**config.mk**
```make
export PLATFORM = sky130hd
export DESIGN_NAME = aes_core_sequencer
export DESIGN_NICKNAME = d
export VERILOG_FILES = /design/src/rtl/aes_pkg.sv /design/src/rtl/aes_sbox_mux.sv /design/src/rtl/aes_core_sequencer.sv
export SDC_FILE = /design/constraint.sdc
export NUM_CORES = 1
export LEC_CHECK = 0
export BUFFER_PORTS_ARGS = -buffer_cell sky130_fd_sc_hd__buf_2
export CORE_AREA = 2 2 167 169
export DETAILED_ROUTE_END_ITERATION = 16
export DIE_AREA = 0 0 169 171
export GPL_TIMING_DRIVEN = 0
export PLACE_DENSITY = 0.53
export RECOVER_POWER = 50
export SYNTH_ARGS = -nofsm -noshare
export SYNTH_HDL_FRONTEND = slang
export SYNTH_HIERARCHICAL = 1
export SYNTH_SLANG_ARGS = --single-unit
```
**constraint.sdc**
```tcl
create_clock -name clk -period 1.88 [get_ports clk]
set_clock_uncertainty 0.2 [all_clocks]
set_input_delay 0.47 -clock clk [delete_from_list [all_inputs] [get_ports clk]]
set_output_delay 0.47 -clock clk [all_outputs]
set_load 0.005 [all_outputs]
```
**src/rtl/aes_pkg.sv**
```systemverilog
// Shared AES definitions for the core sequencer and its helpers.
//  - AES_BLOCK_W / AES_WORD_W : datapath widths
//  - seq_state_e              : sequencer FSM states
//  - FIPS_KEY/FIPS_PT/FIPS_CT : FIPS-197 Appendix C.1 AES-128 test vector
package aes_pkg;

   localparam int unsigned AES_BLOCK_W = 128;
   localparam int unsigned AES_WORD_W  = 32;

   typedef enum logic [2:0] {
      StIdle,
      StKeyStart,
      StKeyWait,
      StEncStart,
      StEncWait,
      StDone
   } seq_state_e;

   localparam logic [AES_BLOCK_W-1:0] FIPS_KEY = 128'h000102030405060708090a0b0c0d0e0f;
   localparam logic [AES_BLOCK_W-1:0] FIPS_PT  = 128'h00112233445566778899aabbccddeeff;
   localparam logic [AES_BLOCK_W-1:0] FIPS_CT  = 128'h69c4e0d86a7b0430d8cdb78070b4c55a;

endpackage

```
**src/rtl/aes_sbox_mux.sv**
```systemverilog
// Shared S-box operand select and result fan-out.
// Ports:
//  use_ks_i         in  1   1 = key-expansion unit owns the S-box
//  ks_before_sub_i  in  32  operand from key-expansion unit
//  enc_before_sub_i in  32  operand from encryption block
//  sbox_out_i       in  32  combinational S-box result
//  sbox_in_o        out 32  operand to the S-box
//  sub_result_o     out 32  S-box result fanned out to both users
module aes_sbox_mux
   import aes_pkg::*;
(
   input  logic                  use_ks_i,
   input  logic [AES_WORD_W-1:0] ks_before_sub_i,
   input  logic [AES_WORD_W-1:0] enc_before_sub_i,
   input  logic [AES_WORD_W-1:0] sbox_out_i,
   output logic [AES_WORD_W-1:0] sbox_in_o,
   output logic [AES_WORD_W-1:0] sub_result_o
);

   always_comb begin
      sbox_in_o    = use_ks_i ? ks_before_sub_i : enc_before_sub_i;
      // Both users see every result; each only consumes it while it owns the S-box.
      sub_result_o = sbox_out_i;
   end

endmodule

```
**src/rtl/aes_core_sequencer.sv**
```systemverilog
// Top-level sequencer for the AES-128 datapath.
// Accepts key-load / encrypt commands, pulses the key-expansion unit or the
// encryption block, shares one 32-bit S-box between them, latches ciphertext
// and flags timeouts or encrypt-without-key as a sticky error.
// Ports:
//  clk, reset (async, active-low)
//  cmd_valid/cmd_key/cmd_ready    : command handshake (cmd_key 1 = key expansion)
//  key_init/key_ready             : key-expansion start pulse / idle-done
//  enc_next/enc_ready             : encryption start pulse / idle-done
//  enc_new_block                  : ciphertext from the encryption block
//  ks_before_sub/enc_before_sub   : S-box operands from the two users
//  sbox_in/sbox_out/sub_result    : shared S-box interface
//  result/result_valid            : last ciphertext and its update pulse
//  key_valid, error               : expanded key present, sticky error
module aes_core_sequencer
   import aes_pkg::*;
#(
   parameter int unsigned TIMEOUT_CYCLES = 64,
   parameter int unsigned CNT_W          = 7   // must hold TIMEOUT_CYCLES
) (
   input  logic                   clk,
   input  logic                   reset,
   input  logic                   cmd_valid,
   input  logic                   cmd_key,
   output logic                   cmd_ready,
   output logic                   key_init,
   input  logic                   key_ready,
   output logic                   enc_next,
   input  logic                   enc_ready,
   input  logic [AES_BLOCK_W-1:0] enc_new_block,
   input  logic [AES_WORD_W-1:0]  ks_before_sub,
   input  logic [AES_WORD_W-1:0]  enc_before_sub,
   output logic [AES_WORD_W-1:0]  sbox_in,
   input  logic [AES_WORD_W-1:0]  sbox_out,
   output logic [AES_WORD_W-1:0]  sub_result,
   output logic [AES_BLOCK_W-1:0] result,
   output logic                   result_valid,
   output logic                   key_valid,
   output logic                   error
);

   localparam logic [CNT_W-1:0] WdLast = CNT_W'(TIMEOUT_CYCLES - 1);

   seq_state_e             state_q, state_d;
   logic [AES_BLOCK_W-1:0] result_q, result_d;
   logic                   key_valid_q, key_valid_d;
   logic                   error_q, error_d;
   logic [CNT_W-1:0]       wd_q, wd_d;
   logic [CNT_W-1:0]       wd_inc;
   logic                   wd_expired;
   logic                   use_ks;

   // Saturating increment; the FSM leaves the wait state long before saturation.
   assign wd_inc     = (wd_q == {CNT_W{1'b1}}) ? wd_q : wd_q + 1'b1;
   assign wd_expired = (wd_q == WdLast);

   always_comb begin
      state_d      = state_q;
      result_d     = result_q;
      key_valid_d  = key_valid_q;
      error_d      = error_q;
      wd_d         = wd_q;
      cmd_ready    = 1'b0;
      key_init     = 1'b0;
      enc_next     = 1'b0;
      result_valid = 1'b0;

      unique case (state_q)
         StIdle: begin
            cmd_ready = 1'b1;
            if (cmd_valid) begin
               error_d = 1'b0;
               if (cmd_key) begin
                  key_valid_d = 1'b0;
                  state_d     = StKeyStart;
               end else if (key_valid_q) begin
                  state_d = StEncStart;
               end else begin
                  error_d = 1'b1;
               end
            end
         end
         StKeyStart: begin
            // key_ready is stale here: the unit only sees key_init on the next edge.
            key_init = 1'b1;
            wd_d     = '0;
            state_d  = StKeyWait;
         end
         StKeyWait: begin
            // Completion is checked first so a ready on the timeout cycle wins.
            if (key_ready) begin
               key_valid_d = 1'b1;
               state_d     = StIdle;
            end else if (wd_expired) begin
               error_d = 1'b1;
               state_d = StIdle;
            end else begin
               wd_d = wd_inc;
            end
         end
         StEncStart: begin
            enc_next = 1'b1;
            wd_d     = '0;
            state_d  = StEncWait;
         end
         StEncWait: begin
            if (enc_ready) begin
               result_d = enc_new_block;
               state_d  = StDone;
            end else if (wd_expired) begin
               error_d = 1'b1;
               state_d = StIdle;
            end else begin
               wd_d = wd_inc;
            end
         end
         StDone: begin
            result_valid = 1'b1;
            state_d      = StIdle;
         end
         default: begin
            state_d = StIdle;
         end
      endcase
   end

   always_ff @(posedge clk or negedge reset) begin
      if (!reset) begin
         state_q <= StIdle;
      end else begin
         state_q <= state_d;
      end
   end

   always_ff @(posedge clk or negedge reset) begin
      if (!reset) begin
         result_q <= '0;
      end else if (state_q == StEncWait) begin
         result_q <= result_d;
      end
   end

   always_ff @(posedge clk or negedge reset) begin
      if (!reset) begin
         key_valid_q <= 1'b0;
      end else begin
         key_valid_q <= key_valid_d;
      end
   end

   always_ff @(posedge clk or negedge reset) begin
      if (!reset) begin
         error_q <= 1'b0;
      end else begin
         error_q <= error_d;
      end
   end

   always_ff @(posedge clk or negedge reset) begin
      if (!reset) begin
         wd_q <= '0;
      end else begin
         wd_q <= wd_d;
      end
   end

   // S-box ownership follows the registered state, so the switch costs no cycle.
   assign use_ks = (state_q == StKeyStart) || (state_q == StKeyWait);

   aes_sbox_mux u_sbox_mux (
      .use_ks_i         (use_ks),
      .ks_before_sub_i  (ks_before_sub),
      .enc_before_sub_i (enc_before_sub),
      .sbox_out_i       (sbox_out),
      .sbox_in_o        (sbox_in),
      .sub_result_o     (sub_result)
   );

   assign result    = result_q;
   assign key_valid = key_valid_q;
   assign error     = error_q;

endmodule
```
==> out/metrics.cfg <==
[status]
status=finished with violations
violations=setup timing

[pwr]
ir_worst_vdd_v=0.000555
p_leak_uw=0.00496
power.density_nw_per_um2=1640

[critical_path]
crit_chain=buf_6 -> xnor2_4 -> nor2_4 -> bufbuf_16 -> mux2_4 -> buf_6
r2r_slack_ns=-0.20
end_kind=output port
cpLargestDelayFamily=buffers and inverters
critical_path_required_ns=1.21
r2r-end=result[57]
cpPeakStageDelay_ns=0.38
cp.arrival_ns=1.95
critPathMaxFanout=5
critPathKind=reg2out
r2r_start=state_q[1]
start_kind=flip-flop
cp_slowest_cell=dfrtp_1
crit_buf_inv=3
path_common_cell=buf_6
rr_worst_depth=7

[routing]
dr.pass1.iters=4
drt_iter0_markers=121
antenna_left=0
met3WireLength_microns=1590
wl_met2_microns=10300
vias=5044
viasPerCell=4.14
wl_microns=19200
drt-met1-wl_microns=6710
drc_errors=0
wl_per_cell_microns=15.7
top_layer=met5

[timing]
rsz0062_at_grt=true
finalSetupViolCount=170
fmax_mhz=381
finalCriticalPeriod_ns=2.62
timing.final.ws_setup_ns=-0.744
tightest_slew_ns=0.912
final_hold_viol_count=0
min_period_over_period_pct=140
drv_slew=0
max_slew_margin_pct=39.2

[logic_synthesis]
synth_simple_gate_area_share_pct=3.16
yosys.area_share.adder_pct=0.197
synth_cells=428
ys_seq_area_share_pct=55.0
synthesis.yosys.warnings=6
syn_area_per_cell_sq_um=14.9
synthDistinctLibCells=34
synth-xor-area-share_pct=0.275
synth_nets=659
synth_compound_area_share_pct=2.77
muxShareOfSynthArea_pct=30.5
synth_seq_cells=140
synth_top_family_by_area=multiplexers
netlist_area_sq_um=6370

[placed_design]
dpl_cell_area_sq_um=8820
place_ws_ns=-0.427
gp_congestion=0.755
port_buffers=395
dpl.hpwl_microns=14600

[final_layout]
layout.area.seq_sq_um=3500
final_common_cell=buf_2
drive_gt1_share_pct=75.5
n_fill_cell=2744
syn_to_final_growth_pct=54.0
layout.nets=1089
multi_input_area_sq_um=2430
final_area_sq_um=9800
final_cell_mix=buf_2 (360), dfrtp_1 (140), mux2_2 (128)

[cts]
clk_pin_slew_worst_paths_ns=0.07
numCtsBuffers=17
cts_buffer_depth=2
clkLatencyLatePin_ns=0.42
htreeDepth=4
cts_tree=done
cts-root-buf=clkbuf_16
clock-sinks=140

[global_route]
grt_pass1_vias=5025
antenna_found_initial=5
grt_overflow=0
grt.total_usage_pct=12.5
grt_max_degree=81
grt_pass1_wl_microns=27600

[floorplanning]
die_w_microns=169
dieArea_sq_um=28900
coreArea_sq_um=27300
die_h_microns=171
floorplan.initialDensity_pct=23.3
pin_count=428
num_rows=61

[flow_run]
cap_violations=0

[hold_path]
min-delay-start=enc_new_block[15]
hold_path_end=result[15]
hold_depth=2
hp-class=in2reg

power breakdown:
group	leakage (uW)	switching (uW)	internal [uW]
Clock	0.000270	1350	2010
Sequential	0.00173	693	4450
Combinational	0.00296	2860	4720
Total	0.00496	4900	11200
cell families (layout without fill, tap and decap cells):
family	Yosys count	count (layout)
DFF	140	140
other	0	4
buffers and inverters	58	499
and+or+nand+nor	39	39
muxes	163	163
xor gates and xnor gates	2	2
adders and majority gates	1	1
AOI/OAI and AO/OA	25	25
synthesized netlist by cell type:
cell type | count | area share, %
dfrtp_1 | 140 | 55
mux2_2 | 130 | 23
buf_4 | 34 | 4.0
mux2_4 | 30 | 7.1
buf_6 | 15 | 2.7
nor2_1 | 12 | 0.71
a21oi_1 | 7 | 0.55
nand2_1 | 6 | 0.35
nand2b_1 | 6 | 0.59
a22o_1 | 4 | 0.55
nor3_1 | 4 | 0.31
o21ai_0 | 4 | 0.31
and2_1 | 3 | 0.29
buf_12 | 3 | 0.94
buf_2 | 3 | 0.24
inv_1 | 3 | 0.18
mux2i_1 | 3 | 0.47
nand3_1 | 3 | 0.24
nor3b_1 | 2 | 0.24
o21a_1 | 2 | 0.24
a21o_2 | 1 | 0.14
a21oi_2 | 1 | 0.14
a22o_2 | 1 | 0.16
a31oi_1 | 1 | 0.098
and4_1 | 1 | 0.14
ha_1 | 1 | 0.20
o211ai_1 | 1 | 0.12
o221a_2 | 1 | 0.18
o32a_1 | 1 | 0.16
o41ai_1 | 1 | 0.14
or2b_1 | 1 | 0.12
or3_4 | 1 | 0.18
xnor2_1 | 1 | 0.14
xor2_1 | 1 | 0.14
routing by layer:
metal	vias up	global-route usage [%]
met3	24	4.26
met1	2440	12.4
met2	241	23.2
met5	-	0
li1	2337	-
met4	2	6.54
registers in the layout (all words and copies together), names as in the netlist:
signal	flops
result	128
key_valid	1
state_q	3
wd_q	7
error	1
area by class of cell:
cell class | instances | area share [%]
clock inverter | 10 | 1.20
tap | 346 | 4.42
timing repair buffer | 414 | 23.6
inverter | 3 | 0.166
buffer | 52 | 5.25
antenna | 4 | 0.102
multi-input combinational | 230 | 24.8
clock buffer | 20 | 4.66
sequential | 140 | 35.7
stage by stage:
step	power (uW)	cells	utilization [%]	hold WS (ns)	TNS (ns)
3_3_place_gp	11700	1169	32.1	0.285	-324.50
2_1_floorplan	9050	428	-	-0.0256	-3.57
4_1_cts	16100	1213	35.6	0.0614	-43.90
5_1_grt	17100	1218	35.9	0.0644	-73.40
3_5_place_dp	11800	1170	32.3	0.289	-29.60
6_report	16100	1219	35.9	0.0770	-43.47
timing repair:
| action | CTS | global route |
|---|---|---|
| buffers inserted | 12 | 4 |
| gates cloned | 1 | 1 |
| hold buffers | 1 | 0 |
| resized for setup | 47 | 15 |
| endpoints found under the hold margin | 60 | 0 |
| pin swaps | 6 | 0 |
| setup endpoints to repair | 156 | 172 |
worst max-delay path by stage:
stage | from | end | slack [ns] | depth (start not counted)
3_5_place_dp | state_q[1] | sbox_in[9] | -0.43 | 7
2_1_floorplan | state_q[1] | sbox_in[0] | -0.12 | 6
6_report | state_q[1] | sbox_in[8] | -0.74 | 6
3_3_place_gp | reset | result[11] | -2.13 | 1
4_1_cts | state_q[1] | sbox_in[9] | -0.77 | 8
5_1_grt | state_q[0] | sbox_in[4] | -0.80 | 6
Power figures use the tool's default switching activity.
